===== src/rtl/lz_normalize_pipe.sv =====
// lz_normalize_pipe: two-stage valid/ready normaliser.
//   Stage 1 registers the operand, its tag and its leading zero (or one) count.
//   Stage 2 registers the operand shifted left by that count, the count, the tag
//   and an all-zero/all-one flag.
// Handshake: a transfer happens on a rising edge where valid and ready are both 1;
//   a producer holds its payload stable while valid=1 and ready=0, and flush kills
//   every in-flight entry with priority over any handshake in the same cycle.
// Optional build macro LZN_SKID_EN: a one-entry skid buffer in front of stage 1
//   makes in_ready a registered signal with no combinational path from out_ready.
module lz_normalize_pipe #(
  parameter int DATA_WIDTH = 16,
  parameter int TAG_WIDTH  = 6,
  parameter int COUNT_ZERO = 1
) (
  input  logic                          clk,
  input  logic                          rst_n,
  input  logic                          flush,
  input  logic                          in_valid,
  output logic                          in_ready,
  input  logic [DATA_WIDTH-1:0]         in_data,
  input  logic [TAG_WIDTH-1:0]          in_tag,
  output logic                          out_valid,
  input  logic                          out_ready,
  output logic [DATA_WIDTH-1:0]         out_data,
  output logic [$clog2(DATA_WIDTH):0]   out_cnt,
  output logic [TAG_WIDTH-1:0]          out_tag,
  output logic                          out_zero
);

  localparam int CW = $clog2(DATA_WIDTH) + 1;

  // Stage registers
  logic                  s1_valid;
  logic [DATA_WIDTH-1:0] s1_data;
  logic [TAG_WIDTH-1:0]  s1_tag;
  logic [CW-1:0]         s1_cnt;
  logic                  s2_valid;
  logic [DATA_WIDTH-1:0] s2_data;
  logic [CW-1:0]         s2_cnt;
  logic [TAG_WIDTH-1:0]  s2_tag;
  logic                  s2_zero;

  // Advance controls and the stage-1 source (input port or skid entry)
  logic                  s2_load;
  logic                  s1_load;
  logic                  src_valid;
  logic [DATA_WIDTH-1:0] src_data;
  logic [TAG_WIDTH-1:0]  src_tag;
  logic [DATA_WIDTH-1:0] lz_vec;
  logic [CW-1:0]         src_cnt;
  logic [DATA_WIDTH-1:0] shift_lvl;

  // A stage may load when it is empty or its content leaves this cycle
  always_comb begin
    s2_load = !s2_valid || out_ready;
    s1_load = !s1_valid || s2_load;
  end

`ifdef LZN_SKID_EN
  logic                  sk_valid;
  logic [DATA_WIDTH-1:0] sk_data;
  logic [TAG_WIDTH-1:0]  sk_tag;

  // The skid entry is older than anything on the port, so it feeds stage 1 first
  always_comb begin
    src_valid = sk_valid || in_valid;
    src_data  = sk_valid ? sk_data : in_data;
    src_tag   = sk_valid ? sk_tag  : in_tag;
    in_ready  = !sk_valid && !flush;
  end

  // Park an accepted operand that stage 1 cannot take; drain it when stage 1 loads
  always_ff @(posedge clk or negedge rst_n) begin
    if (!rst_n) begin
      sk_valid <= 1'b0;
      sk_data  <= '0;
      sk_tag   <= '0;
    end else if (flush) begin
      sk_valid <= 1'b0;
    end else if (sk_valid) begin
      if (s1_load) sk_valid <= 1'b0;
    end else if (in_valid && !s1_load) begin
      sk_valid <= 1'b1;
      sk_data  <= in_data;
      sk_tag   <= in_tag;
    end
  end
`else
  // Without a skid, the port feeds stage 1 directly and ready follows stage 1
  always_comb begin
    src_valid = in_valid;
    src_data  = in_data;
    src_tag   = in_tag;
    in_ready  = s1_load && !flush;
  end
`endif

  // Leading zero/one count: the highest marked bit wins; none marked gives DATA_WIDTH
  always_comb begin
    lz_vec  = (COUNT_ZERO != 0) ? src_data : ~src_data;
    src_cnt = CW'(DATA_WIDTH);
    for (int i = 0; i < DATA_WIDTH; i++) begin
      if (lz_vec[i]) src_cnt = CW'(DATA_WIDTH - 1 - i);
    end
  end

  // Log2 barrel shifter, one level per count bit; the top level clears the word
  always_comb begin
    shift_lvl = s1_data;
    for (int i = 0; i < CW; i++) begin
      if (s1_cnt[i]) shift_lvl = shift_lvl << (1 << i);
    end
  end

  // Stage 1: capture operand, tag and count
  always_ff @(posedge clk or negedge rst_n) begin
    if (!rst_n) begin
      s1_valid <= 1'b0;
      s1_data  <= '0;
      s1_tag   <= '0;
      s1_cnt   <= '0;
    end else if (flush) begin
      s1_valid <= 1'b0;
    end else if (s1_load) begin
      s1_valid <= src_valid;
      if (src_valid) begin
        s1_data <= src_data;
        s1_tag  <= src_tag;
        s1_cnt  <= src_cnt;
      end
    end
  end

  // Stage 2: capture the normalised operand and its flags
  always_ff @(posedge clk or negedge rst_n) begin
    if (!rst_n) begin
      s2_valid <= 1'b0;
      s2_data  <= '0;
      s2_cnt   <= '0;
      s2_tag   <= '0;
      s2_zero  <= 1'b0;
    end else if (flush) begin
      s2_valid <= 1'b0;
    end else if (s2_load) begin
      s2_valid <= s1_valid;
      if (s1_valid) begin
        s2_data <= shift_lvl;
        s2_cnt  <= s1_cnt;
        s2_tag  <= s1_tag;
        s2_zero <= (s1_cnt == CW'(DATA_WIDTH));
      end
    end
  end

  // Outputs come straight from stage 2; flush hides the result in its own cycle
  always_comb begin
    out_valid = s2_valid && !flush;
    out_data  = s2_data;
    out_cnt   = s2_cnt;
    out_tag   = s2_tag;
    out_zero  = s2_zero;
  end

endmodule

===== config.mk =====
export PLATFORM = sky130hd
export DESIGN_NAME = lz_normalize_pipe
export DESIGN_NICKNAME = d
export VERILOG_FILES = /design/src/rtl/lz_normalize_pipe.sv
export SDC_FILE = /design/constraint.sdc
export NUM_CORES = 1
export LEC_CHECK = 0
export CAP_MARGIN = 30
export CORE_MARGIN = 4
export CORE_UTILIZATION = 55
export DETAILED_ROUTE_END_ITERATION = 16
export DONT_BUFFER_PORTS = 1
export GPL_ROUTABILITY_DRIVEN = 0
export PLACE_DENSITY = 0.84
export SYNTH_ARGS = -nofsm -noshare
export SYNTH_HDL_FRONTEND = slang
export SYNTH_SLANG_ARGS = --single-unit

===== constraint.sdc =====
create_clock -name clk -period 1.6 [get_ports clk]
set_input_delay 0.08 -clock clk [delete_from_list [all_inputs] [get_ports clk]]
set_output_delay 0.08 -clock clk [all_outputs]
set_load 0.03 [all_outputs]

==> reports/qor.yml, run 1 <==
status: "finished with violations"
violations: "negative setup slack"
synthFlopType: "dfrtp_1"
clock-sinks: 57
viasPerCell: 6.09
clockPowerShare_pct: 33.4
multiInputGateArea_um2: 1500
die_y_um: 80.9
async_reset_ff_share_pct: 100
syn_avg_cell_area_um2: 11.8
io_buffers: 0
setup.worst_path.start: "s2_valid"
dp_hpwl_mm: 4.53
worstRegToRegCells: 4
ys_top_cells_by_area: "dfrtp_1, mux2_2, mux2i_1, mux4_2, nand2_1"
grt_use_total_pct: 24.0
r2r-start: "s2_valid"
routed_wl_mm: 7.46
hold_ws_ns: 0.0485
top_level_ports: 57
powerDensity_nw_per_um2: 1320
initial_core_util_pct: 56.9
synth_edf_count: 0
diodes: 0
peakVddDrop_uv: 1120
fin_worst_skew_ns: 0.00805
rows: 26
synth_top_area_share_pct: 48.8
hold_viol: 0
power_leakage_nw: 1.60
power_mw: 5.02
area_growth_pct: 30.2
fin_ws_ns: -0.0546
seqCellArea_um2: 1430
maxCapViolCount: 0
regToRegSetupSlack_ns: -0.05
wl_per_cell_um: 20.0
yosys_register_bits: 57
grt_max_degree: 58
core_area_um2: 5140
yosys.area.top_type: "dfrtp_1"
setup_violations: 8
fin_nets: 324
antenna_found_initial: 0
ys_seq_area_share_pct: 48.8
grt_pass1_wl_mm: 11.8
maxSlewHeadroom_pct: 61.2
end_kind: "flop"
combPwrFrac_pct: 20.5
tightestPinTransition_ns: 0.581
crit_path_start_kind: "flop"
post-route-min-period_ns: 1.65
rsz0062_at_grt: "true"
die_area_um2: 6550
p_sw_share_pct: 33.5
cp_data_required_time_ns: 1.85
ctsLongestPathBuffers: 2
htreeDepth: 3
drive_gt1_share_pct: 35.8
synthCells: 248
drc: 0
path_clk_slew_ns: 0.07
crit_end: "out_data[11]"
dp_slack_ns: -0.0945
path_class: "reg -> reg"
fp.dieW_um: 80.9
cts_root_buf: "clkbuf_8"
max_freq_mhz: 604
ys_types: 36
crit_fanout: 5
firstDrtPassIters: 4
grt.overflow.total: 0
vias: 2264
hold_class: "in -> reg"
fin_crit_sh_pct: 103
grt_pass1_vias: 2374
fillers: 354
cp.arrival_ns: 1.91
drt_iter0_drc: 114
synthesis.yosys.warnings: 0
synth.net_count: 275
ant_nets: 0
intPower_mw: 3.34
p_sw_mw: 1.68
cts_tree: "done"
netlist_area_um2: 2930
clock_latency_ns: 0.34
finalMaxSlewViolations: 0
r2r-end: "out_data[11]"
pwr-share-seq_pct: 46.1
cts_buffers: 9
## flip-flops by register name, summed over array words and instances, names as in the netlist
| register | cells |
|---|---|
| out_data | 16 |
| s1_data | 16 |
| out_tag | 6 |
| s1_tag | 6 |
| out_cnt | 5 |
| s1_cnt | 5 |
| out_zero | 1 |
| s1_valid | 1 |
| s2_valid | 1 |
## cells in the mapped netlist (6+ instances only)
master   number
dfrtp_1      57
mux4_2        7
nor2_1       12
nand2_1      24
buf_2         9
mux2i_1      25
o21ai_0      12
a22o_1        6
a21oi_1       7
mux2_2       36
## cell usage in the layout (no fill, tap or decap), drive strengths merged, types with 2 or more instances in the layout
cell type	synthesis	routed
nand2b	4	4
or3	2	3
nor4	4	4
o221ai	4	4
mux4	7	7
clkbuf	4	10
buf	12	26
dfrtp	57	57
mux2	36	36
o31ai	2	2
nand3b	2	2
a21oi	7	7
a22o	6	6
nor3	4	4
nand3	2	2
inv	4	6
mux2i	25	25
nand2	24	24
nor2b	3	3
dlygate4sd3	0	26
bufinv	0	3
nor2	13	13
o211ai	2	2
o21ai	16	16
## metal layers
layer	track usage [%]	vias to the layer above	share of wire (%)
li1	-	1016	-
met1	29.8	1110	38
met2	38.9	118	51
met3	6.98	20	8.6
met4	10.6	0	2.1
met5	0	-	0
## per-stage QoR
step           TNS, ns  utilization [%]  cells  area, um2
2_1_floorplan    -1.76                -    248       2930
3_3_place_gp    -0.344             60.7    325       3120
3_5_place_dp    -0.943             60.7    325       3120
4_1_cts         -0.395             71.4    368       3670
5_1_grt         -0.822             74.1    372       3810
6_report        -0.198             74.1    372       3810
## repair_timing
action / in CTS / in global routing
endpoints found under the hold margin: 85 / 0
hold buffers: 27 / 0
pin swaps: 1 / 2
setup buffers: 0 / 3
cloned: 0 / 2
resized for setup: 7 / 24
endpoints found under the setup margin: 16 / 17
## power groups by stage
stage          logic, mW  clock network, mW  registers, mW
6_report            1.03               1.68           2.32
5_1_grt             1.13               1.77           2.35
4_1_cts            0.934               1.70           2.30
3_5_place_dp       0.821                  0           2.32
3_3_place_gp       0.793                  0           2.31
2_1_floorplan      0.635                  0           2.23
## layout make-up
cell class              instances  share of cell area, %
multi-input cells             172                   39.3
flip-flops and latches         57                   37.6
clock inverters                 7                   3.32
repair buffers                 53                   13.8
well taps                      70                   2.30
inverters                       4                  0.394
clock buffers                   9                   3.25
## worst min path at each step
stage                     cells after the start      start  slack, ns          to
after floorplan                               0      rst_n      -0.22  out_cnt[0]
after global placement                        0      rst_n      -0.21    out_zero
after detailed placement                      0      rst_n      -0.21    out_zero
after CTS                                     4  out_ready       0.03    s2_valid
after global routing                          4  out_ready       0.04    s2_valid
final                                         4  out_ready       0.05    s2_valid
## cells by family (layout without fill, tap and decap cells)
family | Yosys count | count (layout) | synth area share, %
buf+inv | 20 | 73 | 3.34
mux | 68 | 68 | 27.8
compound gates | 43 | 43 | 9.67
simple gates | 60 | 61 | 10.4
flops | 57 | 57 | 48.8
## critical path, stage by stage (launching register included)
cell and delay, ns:
dfrtp_1 0.38, nor2b_4 0.13, or3b_4 0.41, or3_4 0.41, o221ai_1 0.24
Note: power is estimated with default switching activity, not from simulation.
==> run 2, diff against run 1 <==
--- a/config.mk
+++ b/config.mk
@@ -5,6 +5,7 @@
 export SDC_FILE = /design/constraint.sdc
 export NUM_CORES = 1
 export LEC_CHECK = 0
+export ABC_AREA = 1
 export CAP_MARGIN = 30
 export CORE_MARGIN = 4
 export CORE_UTILIZATION = 55
==> reports/qor.yml, run 2 <==
grt_pass1_vias: 2429  # +2.3%
rsz0062_at_grt: "true"
crit_family: "flip-flops"
setup_violations: 0  # -8
end_kind: "flop"
fin_worst_skew_ns: 0.00929  # +0.00124 ns
htreeDepth: 3  # unchanged
rows: 25  # -3.8%
drt_iter0_drc: 182  # +60%
netlist_area_um2: 2840  # -2.9%
hold_ws_ns: 0.0147  # -0.0338 ns
maxSlewHeadroom_pct: 63.2  # +2.0 points
synth_edf_count: 0  # unchanged
power_mw: 4.62  # -8.0%
p_sw_share_pct: 34.5  # +0.99 points
crit_path_start_kind: "flop"
antenna_found_initial: 0  # unchanged
fin_crit_sh_pct: 97.0  # -6.4 points
initial_core_util_pct: 58.6  # +1.7 points
synthFlopType: "dfrtp_1"
dp_hpwl_mm: 4.80  # +6.0%
intPower_mw: 3.03  # -9.3%
cts_tree: "done"
hold-path-cell-count: 3  # -1
viasPerCell: 5.49  # -9.9%
clockPowerShare_pct: 33.9  # +0.5 points
synthCells: 360  # +45%
core_area_um2: 4850  # -5.7%
status: "finished clean"
diodes: 0  # unchanged
slowest_delay_ns: 0.42  # about the same
firstDrtPassIters: 5  # +1
grt.overflow.total: 0  # unchanged
syn_avg_cell_area_um2: 7.89  # -33%
final_common_cell: "nand2_1"
io_buffers: 0  # unchanged
holdPathEnd: "s1_cnt[4]"
ctsLongestPathBuffers: 2  # unchanged
cp.arrival_ns: 1.77  # -0.14 ns
synthesis.yosys.warnings: 0  # unchanged
grt_pass1_wl_mm: 11.3  # -4.0%
drc: 0  # unchanged
peakVddDrop_uv: 863  # -23%
path_class: "reg -> reg"
worstHoldStart: "in_data[5]"
grt_use_total_pct: 23.3  # -0.67 points
max_freq_mhz: 644  # +6.6%
post-route-min-period_ns: 1.55  # -0.103 ns
vias: 2562  # +13%
power_leakage_nw: 1.74  # +8.8%
crit_fanout: 6  # +1
regToRegSetupSlack_ns: 0.05  # +0.10 ns
worstRegToRegCells: 7  # +3
clock-sinks: 57  # unchanged
ant_nets: 0  # unchanged
area_growth_pct: 22.4
p_sw_mw: 1.60  # -5.2%
fin_nets: 422  # +30%
pwr-share-seq_pct: 48.3  # +2.2 points
cts_root_buf: "clkbuf_8"
synth_top_area_share_pct: 50.2  # +1.4 points
die_area_um2: 6380  # -2.6%
finalMaxSlewViolations: 0  # unchanged
async_reset_ff_share_pct: 100  # unchanged
yosys_register_bits: 57  # unchanged
powerDensity_nw_per_um2: 1330  # +0.75%
ys_types: 27  # -25%
cp_cell_sequence: "buf_2, mux2i_2, nand2_1, o21ai_0, o21ai_0, o21ai_1, nand2_1"
synth.most_common_cell: "nand2_1"
fin_ws_ns: 0.0481  # +0.103 ns
die_y_um: 79.9  # -1.3%
hold_viol: 0  # unchanged
synth.net_count: 387  # +41%
layout_common_cells: "nand2_1, dfrtp_1, o21ai_0"
drive_gt1_share_pct: 11.3  # -25 points
r2r-end: "out_data[8]"
dp_slack_ns: -0.0222  # +0.0723 ns
r2r-start: "s1_cnt[0]"
ys_top_cells_by_area: "dfrtp_1, nand2_1, o21ai_0, inv_1, nor2_1"
combPwrFrac_pct: 17.8  # -2.7 points
path_clk_slew_ns: 0.06  # about the same
fp.dieW_um: 79.9  # -1.3%
cp_data_required_time_ns: 1.82  # -0.03 ns
yosys.area.top_type: "dfrtp_1"
yosys-top-cells-count: "nand2_1, dfrtp_1, o21ai_0"
maxCapViolCount: 0  # unchanged
cp_num_buf_inv: 1  # +1
tightestPinTransition_ns: 0.550  # -0.0308 ns
top_level_ports: 57  # unchanged
hold_class: "in -> reg"
wl_per_cell_um: 14.7  # -27%
cts_buffers: 9  # unchanged
clock_latency_ns: 0.34  # about the same
grt_max_degree: 58  # unchanged
ys_seq_area_share_pct: 50.2  # +1.4 points
routed_wl_mm: 6.88  # -7.8%
crit_path_top_delay_cell: "dfrtp_2"
-- run 2: changes by cell type in the layout (fill, tap and decap cells not counted), sizes merged, moves of 10 or more --
cell,change
nand2,+103
nor2,+10
inv,+32
o21ai,+42
buf,-13
mux2,-36
mux2i,-20
-- run 2: cell families (layout without fill, tap and decap cells) --
logic type,after synthesis,after routing,share of synthesized area (%)
DFF,57,57,50.2
buffers and inverters,53,93,8.41
muxes,5,5,1.76
AOI/OAI and AO/OA,83,83,17.2
and+or+nand+nor,162,162,22.5
-- run 2: power by group through the flow --
stage	sequential (mW)	clock, mW	combinational [mW]
final	2.23	1.57	0.821
after global routing	2.26	1.66	0.931
after CTS	2.24	1.58	0.794
after detailed placement	2.26	0	0.695
after global placement	2.25	0	0.667
after floorplan	2.19	0	0.571
-- run 2: final cells by class --
| cell class | count | area, um2 |
|---|---|---|
| Tap cell | 67 | 83.8 |
| Sequential cell | 57 | 1430 |
| Inverter | 38 | 148 |
| Clock buffer | 12 | 165 |
| Multi-Input combinational cell | 250 | 1190 |
| Timing Repair Buffer | 39 | 388 |
| Fill cell | 377 | 1370 |
| Clock inverter | 4 | 73.8 |
-- run 2: tightest hold or removal path: stages --
cell and delay, ns:
nor4_1 0.05, nand4_1 0.10, o21ai_0 0.07
-- run 2: repair_timing --
action / 4_1_cts / 5_1_grt
pin swaps: 0 / 0
buffers inserted: 0 / 1
gates cloned: 0 / 0
setup endpoints to repair: 2 / 8
endpoints found under the hold margin: 85 / 0
gates resized for setup: 2 / 10
hold buffers: 27 / 0
-- run 2: layer usage --
metal | GRT usage (%) | up-vias | share of wire (%)
li1 | - | 1235 | -
met1 | 28.9 | 1195 | 41
met2 | 36.6 | 111 | 48
met3 | 7.00 | 21 | 7.7
met4 | 12.3 | 0 | 3.3
met5 | 0 | - | 0
-- run 2: stage by stage --
step	std cells	instance area [um2]	setup TNS [ns]	utilization (%)
final	467	3480	0	71.7
after global routing	467	3480	-0.0454	71.7
after CTS	466	3460	0	71.3
after detailed placement	423	2930	-0.0222	60.4
after global placement	423	2930	0	60.4
after floorplan	360	2840	0	-
-- run 2: how the worst max path moves through the flow --
stage	slack [ns]	cells past startpoint	startpoint	end
6_report	0.05	7	s1_cnt[0]	out_data[8]
5_1_grt	-0.02	7	s1_cnt[0]	out_data[8]
4_1_cts	0.04	6	s1_cnt[0]	out_data[7]
3_5_place_dp	-0.02	6	s1_cnt[0]	out_data[7]
3_3_place_gp	0.05	6	s1_cnt[0]	out_data[7]
2_1_floorplan	0.24	8	s1_cnt[0]	out_data[12]
